--- config.mk ---
export PLATFORM = sky130hd
export DESIGN_NAME = score_tracker
export DESIGN_NICKNAME = d
export VERILOG_FILES = /design/src/rtl/score_tracker.sv
export SDC_FILE = /design/constraint.sdc
export NUM_CORES = 1
export LEC_CHECK = 0
export BUFFER_PORTS_ARGS = -buffer_cell sky130_fd_sc_hd__buf_2
export CORE_MARGIN = 5
export CORE_UTILIZATION = 25
export DETAILED_ROUTE_END_ITERATION = 16
export GPL_ROUTABILITY_DRIVEN = 1
export SKIP_CTS_REPAIR_TIMING = 1
export SYNTH_ARGS = -nofsm -noshare
export SYNTH_HDL_FRONTEND = slang
export SYNTH_SLANG_ARGS = --single-unit
--- constraint.sdc ---
create_clock -name clk -period 5 [get_ports clk]
set_input_delay 1 -clock clk [delete_from_list [all_inputs] [get_ports clk]]
set_output_delay 1 -clock clk [all_outputs]
set_load 0.02 [all_outputs]
--- src/rtl/score_tracker.sv ---
// Score, high-score and length keeper plus the game-state FSM.
// Reacts to the one-cycle goodColl/badColl pulses and to start_i. Every output
// comes from a register or is a direct decode of the state register.
module score_tracker #(
  parameter int DIGITS     = 2,
  parameter int INIT_LEN   = 2,
  parameter int MAX_LENGTH = 50,
  parameter int LEN_W      = 7
) (
  input  logic                  clk,
  input  logic                  rst,
  input  logic                  start_i,
  input  logic                  goodColl,
  input  logic                  badColl,
  output logic [4*DIGITS-1:0]   score,
  output logic [4*DIGITS-1:0]   hi_score,
  output logic [LEN_W-1:0]      length,
  output logic [1:0]            state,
  output logic                  grow,
  output logic                  game_over
);

  localparam int SW = 4 * DIGITS;
  localparam logic [LEN_W-1:0] C_INIT_LEN = LEN_W'(INIT_LEN);
  localparam logic [LEN_W-1:0] C_MAX_LEN  = LEN_W'(MAX_LENGTH);

  typedef enum logic [1:0] {
    ST_IDLE = 2'b00,
    ST_PLAY = 2'b01,
    ST_LOSE = 2'b10,
    ST_WIN  = 2'b11
  } state_t;

  state_t           r_state;
  state_t           w_state_next;
  logic [SW-1:0]    r_score;
  logic [SW-1:0]    w_score_next;
  logic [SW-1:0]    r_hi_score;
  logic [LEN_W-1:0] r_length;
  logic [LEN_W-1:0] w_length_next;
  logic [LEN_W-1:0] w_length_inc;
  logic             r_grow;
  logic             w_grow_next;

  // BCD incrementer: a carry ripples through every digit that is currently 9.
  // The carry out of the top digit is only set when all digits are 9, which is
  // exactly the saturation condition.
  logic [DIGITS:0]  w_carry;
  logic [SW-1:0]    w_score_inc;
  logic             w_score_all_nine;

  assign w_carry[0] = 1'b1;

  genvar gi;
  generate
    for (gi = 0; gi < DIGITS; gi++) begin : g_digit
      logic [3:0] w_digit;
      logic       w_is_nine;
      assign w_digit   = r_score[4*gi +: 4];
      assign w_is_nine = (w_digit == 4'd9);
      assign w_score_inc[4*gi +: 4] = !w_carry[gi] ? w_digit :
                                      (w_is_nine ? 4'd0 : w_digit + 4'd1);
      assign w_carry[gi+1] = w_carry[gi] & w_is_nine;
    end
  endgenerate

  assign w_score_all_nine = w_carry[DIGITS];
  assign w_length_inc     = r_length + LEN_W'(1);

  // Next-state and next-datapath decode for the game FSM.
  always_comb begin
    w_state_next  = r_state;
    w_score_next  = r_score;
    w_length_next = r_length;
    w_grow_next   = 1'b0;
    case (r_state)
      ST_PLAY: begin
        if (badColl) begin
          // A wall/self hit wins over an apple in the same cycle.
          w_state_next = ST_LOSE;
        end else if (goodColl) begin
          if (!w_score_all_nine) begin
            w_score_next = w_score_inc;
          end
          w_length_next = w_length_inc;
          w_grow_next   = 1'b1;
          if (w_length_inc == C_MAX_LEN) begin
            w_state_next = ST_WIN;
          end
        end
      end
      default: begin
        // IDLE, LOSE and WIN all wait for a start pulse and ignore collisions.
        if (start_i) begin
          w_state_next  = ST_PLAY;
          w_score_next  = '0;
          w_length_next = C_INIT_LEN;
        end
      end
    endcase
  end

  // State, score, length and grow registers.
  always_ff @(posedge clk) begin
    if (rst) begin
      r_state  <= ST_IDLE;
      r_score  <= '0;
      r_length <= C_INIT_LEN;
      r_grow   <= 1'b0;
    end else begin
      r_state  <= w_state_next;
      r_score  <= w_score_next;
      r_length <= w_length_next;
      r_grow   <= w_grow_next;
    end
  end

  // High score follows the registered score one cycle later. With valid BCD
  // digits packed MSD-high, an unsigned compare of the whole vector orders the
  // same way as a digit-by-digit compare starting at the most significant digit.
  always_ff @(posedge clk) begin
    if (rst) begin
      r_hi_score <= '0;
    end else if (r_score > r_hi_score) begin
      r_hi_score <= r_score;
    end
  end

  assign score     = r_score;
  assign hi_score  = r_hi_score;
  assign length    = r_length;
  assign state     = r_state;
  assign grow      = r_grow;
  assign game_over = (r_state == ST_LOSE) || (r_state == ST_WIN);

endmodule
==> results.sh, run 1 <==
export IMPL_power_share_combinational_pct=19.1
export IMPL_antennaDiodeCount=0
export IMPL_basic_gate_share_of_the_synthesized_area_counting_and_or_nand_and_nor_cells_pct=22.8
export IMPL_power_leakage_nw=0.745
export IMPL_synth_compound_area_share_pct=22.8
export IMPL_period_share_pct=41.9
export IMPL_cp_max_fanout=8
export IMPL_synth_mux_area_fraction_pct=0
export IMPL_post_synth_fa_ha_maj_area_fraction_pct=11.6
export IMPL_type_of_the_worst_min_delay_path="register to register"
export IMPL_synthMostInstantiatedCell="sky130_fd_sc_hd__dfxtp_1"
export IMPL_worst_reg_to_reg_setup_slack_ns=3.00
export IMPL_worstSetupPathType="input port to register"
export IMPL_clk_pin_slew_worst_paths_ns=0.09
export IMPL_cp_data_arrival_time_ns=2.29
export IMPL_largest_net_degree_at_the_start_of_global_routing=21
export IMPL_cts_max_level=1
export IMPL_layout_utilization_pct=30.3
export IMPL_synth_distinct_cells=42
export IMPL_timing_hold_ws_ns=0.493
export IMPL_cts_made_buffers=3
export IMPL_synth_top_cells_by_area="sky130_fd_sc_hd__dfxtp_1, sky130_fd_sc_hd__ha_1, sky130_fd_sc_hd__a21oi_1"
export IMPL_synth_top_cell_area_share_pct=34.3
export IMPL_seq_area_frac_synth_pct=34.3
export IMPL_finish_cell_count_without_fillers=283
export IMPL_die_y_um=87.9
export IMPL_setup_tns_final_ns=0
export IMPL_setup_repair_after_global_routing_missed_its_margin="no"
export IMPL_grt_antenna_before_repair=0
export IMPL_hold_depth=2
export IMPL_worstRegToRegCells=6
export IMPL_final_max_slew_violation_count=0
export IMPL_antenna_violating_nets_post_route=0
export IMPL_max_clock_freq_mhz=477
export IMPL_post_route_cells_drive_above_1_share_pct=19.7
export IMPL_synth_cell_area_um2=1520
export IMPL_layout_area_overhead_vs_synth_pct=18.4
export IMPL_wire_length_of_the_first_global_routing_pass_um=6220
export IMPL_p_sw_mw=0.138
export IMPL_maxSlewHeadroom_pct=67.9
export IMPL_yosys_top_cells_count="sky130_fd_sc_hd__dfxtp_1, sky130_fd_sc_hd__a21oi_1, sky130_fd_sc_hd__nor2_1"
export IMPL_dpl_hpwl_um=2800
export IMPL_synth_async_reset_ratio_pct=0
export IMPL_start_util_pct=25.6
export IMPL_number_of_rows_created_at_floorplan=28
export IMPL_flip_flop_and_latch_count_after_synthesis=26
export IMPL_cts_tree="yes"
export IMPL_placed_instance_area_um2=1720
export IMPL_post_synth_xor_area_fraction_pct=2.89
export IMPL_synth_cells=181
export IMPL_crit_path_start_kind="input port"
export IMPL_io_buffers=31
export IMPL_worst_slew_pin_transition_ns=0.479
export IMPL_final_setup_skew_ns=0.00787
export IMPL_post_drt_wl_per_cell_um=13.0
export IMPL_drt_pre_antenna_iters=4
export IMPL_numPlacedInstances=279
export IMPL_power_switching_fraction_pct=28.1
export IMPL_clk_latency_ns=0.27
export IMPL_postSynthAreaPerCell_um2=8.38
export IMPL_detailroute_via_count=1427
export IMPL_dominantRegCellSynth="sky130_fd_sc_hd__dfxtp_1"
export IMPL_finalNetCount=228
export IMPL_die_width_um=87.9
export IMPL_grt_pass1_vias=1316
export IMPL_numClockSinks=26
export IMPL_synth_edf_count=0
export IMPL_coreArea_um2=5920
export IMPL_power_frac_seq_pct=45.6
export IMPL_clock_power_share_pct=35.4
export IMPL_placement_setup_worst_slack_ns=2.61
export IMPL_critPathCaptureType="register"
export IMPL_wirelength_um=3690
export IMPL_drc=0
export IMPL_synth_warnings=0
export IMPL_clock_path_buffers=2
export IMPL_clock_tree_root_cell="sky130_fd_sc_hd__clkbuf_8"
export IMPL_post_layout_total_power_mw=0.490
export IMPL_finalCriticalPeriod_ns=2.10
export IMPL_iter_0_drt_violations=72
export IMPL_design_portCount=32
export IMPL_layout_setup_ws_ns=2.90
export IMPL_power_per_cell_area_nw_per_um2=273
export IMPL_internal_power_mw=0.352
export IMPL_netlist_top_cell_by_area="sky130_fd_sc_hd__dfxtp_1"
export IMPL_global_route_overflow_total=0
export IMPL_ir_drop_mv=0.112
export IMPL_post_drt_via_cell_ratio=5.04
export IMPL_timing_hold_violations_final=0
export IMPL_cap_viol_max_count=0
export IMPL_post_route_cell_area_um2=1800
export IMPL_synth_top_family_by_area="simple AND/OR/NAND/NOR gates"
export IMPL_design_die_area_um2=7720
export IMPL_worstPathRequired_ns=5.20
export IMPL_post_synthesis_net_count=200
export IMPL_grt_use_total_pct=10.1
export IMPL_place_congestion=0.857
export IMPL_run_status="finished, final reports clean"
export IMPL_setup_violations=0
-- power groups by stage --
stage,Clock (mW),Sequential [mW],Combinational [mW]
4_1_cts,0.179,0.223,0.0941
3_5_place_dp,0,0.228,0.0938
6_report,0.173,0.223,0.0934
3_3_place_gp,0,0.228,0.0932
5_1_grt,0.189,0.225,0.105
2_1_floorplan,0,0.234,0.0663
-- layout by cell type, fill, tap and decap left out, drive strengths merged --
| cell | synthesis | routed |
|---|---|---|
| nand2 | 5 | 5 |
| a21oi | 25 | 25 |
| o2111a | 1 | 1 |
| xor2 | 1 | 1 |
| inv | 12 | 12 |
| nor3 | 3 | 3 |
| o2111ai | 1 | 1 |
| nor3b | 1 | 1 |
| dfxtp | 26 | 26 |
| clkbuf | 4 | 3 |
| ha | 14 | 14 |
| xnor2 | 4 | 4 |
| o211a | 1 | 1 |
| and3b | 2 | 2 |
| nand4 | 8 | 8 |
| o21ai | 15 | 15 |
| nor4b | 1 | 1 |
| nand4b | 1 | 1 |
| a21o | 2 | 2 |
| or3 | 4 | 4 |
| nand3b | 4 | 4 |
| nand3 | 2 | 2 |
| and2 | 1 | 1 |
| or2 | 2 | 2 |
| and4bb | 1 | 1 |
| nor2b | 3 | 3 |
| nand2b | 1 | 1 |
| nor2 | 18 | 18 |
| a311oi | 2 | 2 |
| and3 | 4 | 4 |
| a211oi | 4 | 4 |
| a31oi | 1 | 1 |
| bufinv | 0 | 1 |
| buf | 4 | 31 |
| o211ai | 2 | 2 |
| o221ai | 1 | 1 |
-- cells by family after synthesis --
family / after synthesis
xor+xnor: 5
compound gates: 55
buf+inv: 20
simple gates: 61
flops: 26
fa+ha+maj: 14
-- state kept, by name, summed over array words and instances, names as in the netlist --
register,count
hi_score,8
score,8
length,7
state,2
grow,1
-- final timing paths --
path / from / endpoint
max reg2reg: score[5]$_SDFFE_PP0P_ / hi_score[3]$_SDFFE_PP0N_
max: badColl / score[2]$_SDFFE_PP0P_
min: hi_score[1]$_SDFFE_PP0N_ / hi_score[1]$_SDFFE_PP0N_
min reg2reg: hi_score[1]$_SDFFE_PP0N_ / hi_score[1]$_SDFFE_PP0N_
-- cell type report --
class	count	area, um^2
clock inverters	1	30.0
multi-input cells	135	910
inverters	12	45.0
fillers	644	4130
repair buffers	31	155
well taps	75	93.8
flip-flops and latches	26	520
clock buffers	3	41.3
-- metal layers --
layer / global-route usage, % / part of all wire, % / vias to the layer above
li1: - / - / 713
met1: 13.9 / 50 / 672
met2: 16.1 / 45 / 38
met3: 2.26 / 4.3 / 4
met4: 2.09 / 0.57 / 0
met5: 0 / 0 / -
-- worst max-delay path: stages --
cell and delay, ns:
sky130_fd_sc_hd__buf_2 0.11, sky130_fd_sc_hd__and4bb_1 0.45, sky130_fd_sc_hd__a21oi_4 0.10, sky130_fd_sc_hd__a31oi_1 0.31, sky130_fd_sc_hd__a21oi_1 0.13, sky130_fd_sc_hd__a311oi_2 0.18
Note: power is estimated with default switching activity, not from simulation.
==> run 2, diff against run 1 <==
==> constraint.sdc (replaced) <==
create_clock -name clk -period 1.9 [get_ports clk]
set_input_delay 0.38 -clock clk [delete_from_list [all_inputs] [get_ports clk]]
set_output_delay 0.38 -clock clk [all_outputs]
set_load 0.02 [all_outputs]
==> results.sh, run 2 (same netlist as run 1, synthesis figures left out) <==
export IMPL_period_share_pct=92.9
export IMPL_final_max_slew_violation_count=0
export IMPL_ff_latch_area_um2=523
export IMPL_place_congestion=0.832
export IMPL_design_die_area_um2=7720
export IMPL_final_fill_count=607
export IMPL_detailroute_via_count=1461
export IMPL_maxSlewHeadroom_pct=72.1
export IMPL_layout_utilization_pct=32.7
export IMPL_grt_antenna_before_repair=0
export IMPL_numPlacedInstances=293
export IMPL_clock_tree_root_cell="sky130_fd_sc_hd__clkbuf_8"
export IMPL_power_per_cell_area_nw_per_um2=702
export IMPL_final_setup_skew_ns=0.00680
export IMPL_type_of_the_worst_min_delay_path="input port to register"
export IMPL_numClockSinks=26
export IMPL_clk_latency_ns=0.28
export IMPL_setup_violations=0
export IMPL_worstSetupPathType="register to register"
export IMPL_global_route_overflow_total=0
export IMPL_max_clock_freq_mhz=567
export IMPL_slowest_stage="sky130_fd_sc_hd__a211oi_2"
export IMPL_clock_path_buffers=2
export IMPL_post_drt_via_cell_ratio=4.90
export IMPL_post_layout_total_power_mw=1.36
export IMPL_timing_hold_violations_final=0
export IMPL_ir_drop_mv=0.302
export IMPL_antennaDiodeCount=0
export IMPL_io_buffers=31
export IMPL_layout_area_overhead_vs_synth_pct=27.6
export IMPL_design_portCount=32
export IMPL_cap_viol_max_count=0
export IMPL_clk_pin_slew_worst_paths_ns=0.10
export IMPL_cts_made_buffers=3
export IMPL_drt_pre_antenna_iters=4
export IMPL_layout_common_cells="sky130_fd_sc_hd__buf_2, sky130_fd_sc_hd__a21oi_1, sky130_fd_sc_hd__dfxtp_1"
export IMPL_die_y_um=87.9
export IMPL_cp_max_fanout=5
export IMPL_finalNetCount=243
export IMPL_power_leakage_nw=0.827
export IMPL_largest_net_degree_at_the_start_of_global_routing=21
export IMPL_die_width_um=87.9
export IMPL_coreArea_um2=5920
export IMPL_cts_tree="yes"
export IMPL_run_status="finished, final reports clean"
export IMPL_cp_data_arrival_time_ns=1.93
export IMPL_dpl_hpwl_um=2950
export IMPL_finish_cell_count_without_fillers=298
export IMPL_multi_input_comb_area_um2=942
export IMPL_crit_path_start_kind="register"
export IMPL_wire_length_of_the_first_global_routing_pass_um=6620
export IMPL_mostFrequentLayoutCell="sky130_fd_sc_hd__buf_2"
export IMPL_timing_hold_ws_ns=0.315
export IMPL_post_drt_wl_per_cell_um=13.5
export IMPL_number_of_rows_created_at_floorplan=28
export IMPL_iter_0_drt_violations=47
export IMPL_setup_tns_final_ns=0
export IMPL_max_stage_delay_ns=0.38
export IMPL_start_util_pct=25.6
export IMPL_drc=0
export IMPL_antenna_violating_nets_post_route=0
export IMPL_wirelength_um=4030
export IMPL_critPathCaptureType="register"
export IMPL_critical_path_cell_chain="inv_1 > ha_1 > a211oi_2 > o211ai_2 > buf_4 > nand4_1 > a21oi_1"
export IMPL_worstPathRequired_ns=2.06
export IMPL_worst_slew_pin_transition_ns=0.419
export IMPL_grt_use_total_pct=10.6
export IMPL_cts_max_level=1
export IMPL_finalCriticalPeriod_ns=1.76
export IMPL_post_route_cells_drive_above_1_share_pct=27.8
export IMPL_grt_pass1_vias=1367
==> run 2: per-layer routing <==
metal,GRT usage [%],vias to the layer above,routed length [um]
met5,0,-,0
met2,17.3,44,1830
li1,-,740,-
met4,1.26,0,21
met3,3.10,2,307
met1,14.3,675,1880
==> run 2: final cells by class <==
class,count,share of cell area (%)
Multi-Input combinational cell,136,48.7
Clock inverter,1,1.55
Timing Repair Buffer,45,13.4
Tap cell,75,4.85
Sequential cell,26,27.0
Clock buffer,3,2.13
Inverter,12,2.33
==> run 2: final timing paths <==
check	start	to	slack, ns	depth (start not counted)
setup reg to reg	hi_score[5]$_SDFFE_PP0N_	hi_score[4]$_SDFFE_PP0N_	0.14	7
hold / removal	badColl	state[0]$_SDFFE_PP0P_	0.31	2
setup / recovery	hi_score[5]$_SDFFE_PP0N_	hi_score[4]$_SDFFE_PP0N_	0.14	7
hold reg to reg	hi_score[1]$_SDFFE_PP0N_	hi_score[1]$_SDFFE_PP0N_	0.50	2
==> run 2: critical path: cells and delay by family, from the launching register on <==
| kind | cells | cell delay [ns] |
|---|---|---|
| AO/OA/AOI/OAI | 3 | 0.63 |
| adder cells (fa/ha/maj) | 1 | 0.31 |
| buffers and inverters | 2 | 0.24 |
| flip-flops | 1 | 0.37 |
| AND/OR/NAND/NOR | 1 | 0.09 |
==> run 2: per-stage QoR <==
| step | worst slack (ns) | area, um^2 |
|---|---|---|
| floorplan | 0.0112 | 1520 |
| global placement | 0.0643 | 1830 |
| detailed placement | -0.0399 | 1830 |
| CTS | -0.0659 | 1900 |
| global route | -0.00280 | 1940 |
| finish | 0.136 | 1940 |
==> run 2: where the power goes <==
| part | leakage, nW | internal, mW | switching (mW) |
|---|---|---|---|
| logic | 0.580 | 0.112 | 0.195 |
| clock network | 0.0357 | 0.282 | 0.190 |
| registers | 0.212 | 0.563 | 0.0152 |
==> run 3, diff against run 2 <==
--- a/config.mk
+++ b/config.mk
@@ -6,6 +6,7 @@
 export NUM_CORES = 1
 export LEC_CHECK = 0
 export BUFFER_PORTS_ARGS = -buffer_cell sky130_fd_sc_hd__buf_2
+export CORE_ASPECT_RATIO = 1.1
 export CORE_MARGIN = 5
 export CORE_UTILIZATION = 25
 export DETAILED_ROUTE_END_ITERATION = 16
==> results.sh, run 3 (same netlist as run 1, synthesis figures left out) <==
export IMPL_run_status="finished, final reports clean"
export IMPL_timing_hold_violations_final=0
export IMPL_global_route_overflow_total=0
export IMPL_number_of_rows_created_at_floorplan=29
export IMPL_max_clock_freq_mhz=575
export IMPL_place_congestion=0.800
export IMPL_antenna_violating_nets_post_route=0
export IMPL_post_drt_wl_per_cell_um=12.5
export IMPL_largest_net_degree_at_the_start_of_global_routing=21
export IMPL_timing_hold_ws_ns=0.312
export IMPL_clk_latency_ns=0.28
export IMPL_iter_0_drt_violations=52
export IMPL_grt_pass1_vias=1390
export IMPL_dpl_hpwl_um=2820
export IMPL_antennaDiodeCount=0
export IMPL_ir_drop_mv=0.308
export IMPL_die_width_um=84.3
export IMPL_worst_setup_path_endpoint="hi_score[1]$_SDFFE_PP0N_"
export IMPL_final_max_slew_violation_count=0
export IMPL_setup_repair_after_global_routing_missed_its_margin="no"
export IMPL_drt_pre_antenna_iters=4
export IMPL_finalNetCount=242
export IMPL_start_util_pct=26.0
export IMPL_cts_tree="yes"
export IMPL_cp_max_fanout=6
export IMPL_io_buffers=31
export IMPL_drc=0
export IMPL_post_layout_total_power_mw=1.34
export IMPL_die_y_um=91.7
export IMPL_post_route_cells_drive_above_1_share_pct=27.5
export IMPL_finalCriticalPeriod_ns=1.74
export IMPL_layout_area_overhead_vs_synth_pct=27.0
export IMPL_maxSlewHeadroom_pct=72.8
export IMPL_grt_antenna_before_repair=0
export IMPL_worst_slew_pin_transition_ns=0.408
export IMPL_worstRegToRegCells=7
export IMPL_power_per_cell_area_nw_per_um2=697
export IMPL_critPathCaptureType="register"
export IMPL_type_of_the_worst_min_delay_path="input port to register"
export IMPL_cts_made_buffers=3
export IMPL_hold_path_startpoint="badColl"
export IMPL_reg2reg_from="hi_score[1]$_SDFFE_PP0N_"
export IMPL_worst_reg_to_reg_setup_slack_ns=0.16
export IMPL_crit_reg2reg_capture="hi_score[1]$_SDFFE_PP0N_"
export IMPL_final_setup_skew_ns=0.00608
export IMPL_setup_tns_final_ns=0
export IMPL_detailroute_via_count=1423
export IMPL_design_portCount=32
export IMPL_period_share_pct=91.6
export IMPL_crit_path_start_kind="register"
export IMPL_clk_pin_slew_worst_paths_ns=0.10
export IMPL_clock_path_buffers=2
export IMPL_power_leakage_nw=0.819
export IMPL_clock_tree_root_cell="sky130_fd_sc_hd__clkbuf_8"
export IMPL_wire_length_of_the_first_global_routing_pass_um=6390
export IMPL_worstSetupPathType="register to register"
export IMPL_cp_data_arrival_time_ns=1.95
export IMPL_mostFrequentLayoutCell="sky130_fd_sc_hd__buf_2"
export IMPL_design_die_area_um2=7730
export IMPL_cap_viol_max_count=0
export IMPL_grt_use_total_pct=9.97
export IMPL_wirelength_um=3750
export IMPL_setup_worst_path_start="hi_score[1]$_SDFFE_PP0N_"
export IMPL_setup_violations=0
export IMPL_cts_max_level=1
export IMPL_coreArea_um2=5840
export IMPL_numClockSinks=26
export IMPL_post_drt_via_cell_ratio=4.76
export IMPL_worstPathRequired_ns=2.11
export IMPL_layout_common_cells="sky130_fd_sc_hd__buf_2, sky130_fd_sc_hd__a21oi_1, sky130_fd_sc_hd__dfxtp_1"
run 3: cell count changes in the layout (fill, tap and decap cells not counted):
cell	before	now
sky130_fd_sc_hd__buf_4	14	13
sky130_fd_sc_hd__nand2_2	0	1
sky130_fd_sc_hd__nand2_4	1	0
sky130_fd_sc_hd__o21ai_0	14	13
sky130_fd_sc_hd__o21ai_1	1	2
run 3: area by class of cell:
class / count / area (um^2)
inverters: 12 / 45.0
fillers: 608 / 3920
multi-input cells: 136 / 937
flip-flops and latches: 26 / 523
well taps: 77 / 96.3
clock buffers: 3 / 41.3
repair buffers: 44 / 253
clock inverters: 1 / 30.0
run 3: critical path, stage by stage (launching register included):
cell                       delay, ns
sky130_fd_sc_hd__dfxtp_2        0.35
sky130_fd_sc_hd__inv_1          0.04
sky130_fd_sc_hd__ha_1           0.28
sky130_fd_sc_hd__nor2b_1        0.14
sky130_fd_sc_hd__o211ai_1       0.30
sky130_fd_sc_hd__o2111a_2       0.33
sky130_fd_sc_hd__o21ai_0        0.10
sky130_fd_sc_hd__a21oi_1        0.13
run 3: through the flow:
step / area (um^2) / instances / setup slack [ns] / util [%]
floorplan: 1520 / 181 / 0.0112 / -
global placement: 1830 / 294 / 0.0926 / 31.2
detailed placement: 1830 / 294 / 0.0467 / 31.2
CTS: 1900 / 298 / 0.0126 / 32.5
global route: 1930 / 299 / 0.0143 / 33.0
finish: 1930 / 299 / 0.160 / 33.0
run 3: report_power, final:
group	switching [mW]	total (mW)	internal [mW]
Sequential	0.0155	0.579	0.563
Clock	0.190	0.472	0.282
Combinational	0.184	0.292	0.108
Total	0.389	1.34	0.954
run 3: how the worst min path moves through the flow:
stage,cells past startpoint,to,slack (ns)
6_report,2,state[0]$_SDFFE_PP0P_,0.31
5_1_grt,2,state[0]$_SDFFE_PP0P_,0.31
4_1_cts,2,state[0]$_SDFFE_PP0P_,0.31
3_3_place_gp,2,hi_score[5]$_SDFFE_PP0N_,0.48
2_1_floorplan,1,state[0]$_SDFFE_PP0P_,0.48
3_5_place_dp,2,hi_score[5]$_SDFFE_PP0N_,0.48
run 3: routing by layer:
metal | up-vias | global-route usage, % | part of all wire (%) | wire [um]
met2 | 34 | 15.5 | 44 | 1640
met3 | 4 | 2.87 | 5.5 | 205
met4 | 0 | 2.95 | 1.1 | 40
met5 | - | 0 | 0 | 0
met1 | 643 | 13.4 | 50 | 1860
li1 | 742 | - | - | -
